$ cat config.mk
export PLATFORM = sky130hd
export DESIGN_NAME = y_serial_adder
export DESIGN_NICKNAME = d
export VERILOG_FILES = /design/src/rtl/y_serial_adder.sv
export SDC_FILE = /design/constraint.sdc
export NUM_CORES = 1
export LEC_CHECK = 0
export ABC_AREA = 1
export ABC_CLOCK_PERIOD_IN_PS = 6000
export CORE_MARGIN = 10
export CORE_UTILIZATION = 45
export CTS_CLUSTER_SIZE = 14
export DETAILED_ROUTE_END_ITERATION = 10
export MAX_ROUTING_LAYER = met4
export PLACE_DENSITY = 0.81
export SLEW_MARGIN = 40
export SYNTH_ARGS = -nofsm -noshare
export SYNTH_HDL_FRONTEND = slang
export SYNTH_SLANG_ARGS = --single-unit
$ cat constraint.sdc
create_clock -name clk -period 6 [get_ports clk]
set_clock_uncertainty 0.1 [all_clocks]
set_input_delay 0.6 -clock clk [delete_from_list [all_inputs] [get_ports clk]]
set_output_delay 0.6 -clock clk [all_outputs]
set_load 0.02 [all_outputs]
$ cat src/rtl/y_serial_adder.sv
// Multi-cycle add/subtract unit: DIGIT bits per clock, LSB digit first, over WIDTH/DIGIT cycles.
// Ready/valid on both sides; the inter-digit carry lives in a single register.
module y_serial_adder #(
  parameter int WIDTH = 32,
  parameter int DIGIT = 8
) (
  input  logic             clk,
  input  logic             reset,
  input  logic             in_valid,
  output logic             in_ready,
  input  logic [WIDTH-1:0] a,
  input  logic [WIDTH-1:0] b,
  input  logic             cin,
  input  logic             sub,
  output logic             out_valid,
  input  logic             out_ready,
  output logic [WIDTH-1:0] z,
  output logic             cout,
  output logic             ovf,
  output logic             busy
);

  localparam int N  = WIDTH / DIGIT;
  localparam int CW = (N > 1) ? $clog2(N) : 1;

  typedef enum logic [1:0] {IDLE, RUN, DONE} state_t;

  state_t           state, state_nxt;
  logic [WIDTH-1:0] opa, opb;
  logic             carry;
  logic [CW-1:0]    cnt;
  logic [DIGIT-1:0] da, db;
  logic [DIGIT:0]   dsum;
  logic             last;
  logic [WIDTH-1:0] zr;
  logic             coutr, ovfr;

  always_comb begin
    da   = opa[cnt*DIGIT +: DIGIT];
    db   = opb[cnt*DIGIT +: DIGIT];
    dsum = {1'b0, da} + {1'b0, db} + {{DIGIT{1'b0}}, carry};
    last = (cnt == CW'(N - 1));
  end

  always_ff @(posedge clk) begin
    if (reset) state <= IDLE;
    else       state <= state_nxt;
  end

  always_comb begin
    state_nxt = state;
    case (state)
      IDLE:    if (in_valid)  state_nxt = RUN;
      RUN:     if (last)      state_nxt = DONE;
      DONE:    if (out_ready) state_nxt = IDLE;
      default:                state_nxt = IDLE;
    endcase
  end

  always_ff @(posedge clk) begin
    if (reset) begin
      opa   <= '0;
      opb   <= '0;
      carry <= 1'b0;
      cnt   <= '0;
      zr    <= '0;
      coutr <= 1'b0;
      ovfr  <= 1'b0;
    end else begin
      case (state)
        IDLE: begin
          if (in_valid) begin
            opa   <= a;
            opb   <= sub ? ~b : b;
            carry <= sub ? ~cin : cin;
            cnt   <= '0;
          end
        end
        RUN: begin
          zr[cnt*DIGIT +: DIGIT] <= dsum[DIGIT-1:0];
          carry <= dsum[DIGIT];
          cnt   <= cnt + 1'b1;
          if (last) begin
            coutr <= dsum[DIGIT];
            // carry-into-MSB ^ cout, expressed via the operand and result sign bits
            ovfr  <= (opa[WIDTH-1] == opb[WIDTH-1]) && (dsum[DIGIT-1] != opa[WIDTH-1]);
          end
        end
        default: ;
      endcase
    end
  end

  assign in_ready  = (state == IDLE);
  assign out_valid = (state == DONE);
  assign busy      = (state != IDLE);
  assign z         = zr;
  assign cout      = coutr;
  assign ovf       = ovfr;

endmodule

==> results.cfg <==
[outcome]
status = complete, no violations

[grt]
grt_first_pass_wirelength_um = 21300
antenna_found_initial = 0
track_usage_pct = 17.5
use_met1_pct = 21.8
grt_pass1_vias = 4435
gr-max-usage-layer = met2
grt_max_degree = 73
grtUsageMet2_pct = 28.7
grt_util_met3_pct = 2.99
grt-ovfl-total = 0

[timing]
finalHoldViolations = 0
drv_slew = 0
tightestPinTransition_ps = 777
finalCritPeriodShare_pct = 57.0
max_freq_mhz = 292
slew-limit-headroom_pct = 48.1
rsz0062_at_grt = false
finalSetupTns_ps = 0
period_minus_slack_ps = 3420
setup_viol = 0

[min_path]
min_delay_path_depth = 2
min_path_type = register to register
holdPathEnd = z[26]
min_from = z[26]

[synthesis]
synth-xor-area-share_pct = 6.48
seq_area_frac_synth_pct = 42.4
synth_nets = 728
yosysUniqueCellTypes = 34
synthSimpleGateAreaFrac_pct = 22.4
syn_area_sq_um = 4860
synth_compound_area_share_pct = 18.7
synth_mux_area_share_pct = 0
syn_avg_cell_area_sq_um = 7.56
yosys_warnings = 0
synth_top_family_by_area = simple AND/OR/NAND/NOR gates
synthCells = 643
ys_seq_elements = 103
synth_fa_ha_area_share_pct = 4.17

[layout]
fill_cells = 968
drive_gt1_share_pct = 4.93
layout_common_cells = nor2_1, clkdlybuf4s50_1, dfxtp_1
nNetsFinal = 810
fin_util_pct = 58.9
layout_commonest_cell = nor2_1
antenna_cells = 0
syn_to_final_growth_pct = 26.2

[clock_network]
cts_resized = 0
cts_root_buf = clkbuf_8
htree_levels = 3
numCtsBuffers = 9
cts_tree = built
holdBufCountCts = 0
numClockSinks = 103
clock_path_buffers = 2
clkTransAtPathRegs_ps = 100
insertion_delay_ps = 370
postCtsSetupRepairBufs = 0

[pwr]
p_leak_nw = 2.31
p_per_area_nw_per_um2 = 257
vdd_ir_drop_max_v = 0.000136

[worst_setup_path]
worstSetupStartpointType = register
criticalPathCategory = register to register
crit_top_cell = nand2_1
crit_chain = clkinv_1, a32oi_1, inv_1, fa_1, inv_1, nand2_1, nand2_1, nand2_1, xnor2_1, nand3_1, a21oi_1
path_max_fanout = 21
reg2reg_from = cnt[1]
cp_slowest_stage_delay_ps = 720
end_kind = register
slowest_stage = dfxtp_1
cp.required_ps = 6190
timing.rr.end = z[20]
arrival_ps = 3610
regToRegSetupSlack_ps = 2580
ff2ff_path_depth = 11

[placement]
gp_congestion = 0.829
hpwl_um = 9870
io_buffer_count = 106

[drt]
ant_nets = 0
wl_per_cell_um = 15.0
dr.pass1.iters = 5
vias_per_cell = 5.19
drtIter0Drc = 359
drc_errors = 0
routed_wl_um = 13000
vias = 4498

[die]
fp.coreArea_sq_um = 10400
initial_core_util_pct = 46.7
dieWidth_um = 124
num_io_pins = 107
die_y_um = 124
die-area_sq_um = 15400
std_cell_rows = 37

[job]
cap_viol_max_count = 0
[state kept, by name (all words and copies together), names as in the netlist]
signal  count
opb        32
state       2
cout        1
cnt         2
opa        32
ovf         1
carry       1
z          32
[per-layer routing]
metal | vias up | part of all wire [%]
li1 | 2299 | -
met4 | 0 | 1.3
met1 | 2065 | 44
met3 | 12 | 6.1
met5 | - | 0
met2 | 122 | 48
[worst max path at each step]
| stage | from | endpoint | slack, ps | depth (start not counted) |
|---|---|---|---|---|
| after floorplan | cnt[0] | z[14] | 3220 | 17 |
| after global placement | cnt[1] | z[14] | 2750 | 13 |
| after detailed placement | cnt[1] | z[20] | 2610 | 11 |
| after CTS | cnt[1] | z[20] | 2550 | 11 |
| after global routing | cnt[1] | z[28] | 2120 | 11 |
| final | cnt[1] | z[20] | 2580 | 11 |
[power breakdown]
| part | total (mW) | internal, mW | leakage (nW) | switching (mW) |
|---|---|---|---|---|
| logic | 0.395 | 0.159 | 1.37 | 0.236 |
| registers | 0.757 | 0.729 | 0.846 | 0.0272 |
| clock network | 0.425 | 0.192 | 0.0960 | 0.233 |
[logic make-up after synthesis]
kind of cell             count (synthesis)
adder cells (fa/ha/maj)                 15
flip-flops                             103
AO/OA/AOI/OAI                          156
XOR/XNOR                                36
buffers and inverters                   71
AND/OR/NAND/NOR                        262
[metrics by stage]
stage	cell area, sq um	power (mW)	hold slack, ps	instances	setup WS, ps
global route	6140	1.66	389	866	2120
finish	6140	1.58	369	866	2580
detailed placement	5950	1.17	358	850	2610
floorplan	4860	1.03	330	643	3220
CTS	6140	1.58	370	866	2550
global placement	5950	1.16	348	850	2750
[cell usage after synthesis (all sizes together)]
| cell type | instances | area (sq um) |
|---|---|---|
| nand4 | 7 | 43.8 |
| o21ai | 62 | 310 |
| nor3 | 1 | 5.00 |
| dfxtp | 103 | 2060 |
| a32oi | 3 | 26.3 |
| clkinv | 2 | 7.51 |
| nand3b | 1 | 7.51 |
| ha | 13 | 163 |
| a211oi | 32 | 240 |
| a22oi | 4 | 30.0 |
| nor4 | 1 | 21.3 |
| fa | 2 | 40.0 |
| o21bai | 1 | 7.51 |
| xor2 | 3 | 26.3 |
| nor2 | 147 | 574 |
| or2 | 1 | 6.26 |
| a21oi | 39 | 199 |
| o21a | 1 | 7.51 |
| o22ai | 14 | 87.6 |
| nand3 | 15 | 80.1 |
| clkbuf | 20 | 75.1 |
| nand2 | 89 | 349 |
| buf | 19 | 92.6 |
| xnor2 | 33 | 289 |
| inv | 30 | 113 |
[critical path: cells and delay by family, from the launching register on]
family,cells,cell delay [ps]
xor gates and xnor gates,1,280
AOI/OAI and AO/OA,2,620
and+or+nand+nor,4,320
buffers and inverters,3,830
DFF,1,720
adders and majority gates,1,470
[area by class of cell]
class | count | area, sq um | share of cell area, %
Clock inverter | 6 | 61.3 | 0.999
Tap cell | 136 | 170 | 2.77
Timing Repair Buffer | 110 | 1080 | 17.7
Clock buffer | 10 | 128 | 2.08
Sequential cell | 103 | 2060 | 33.6
Multi-Input combinational cell | 469 | 2510 | 40.9
Inverter | 32 | 120 | 1.96
Power figures use the tool's default switching activity.
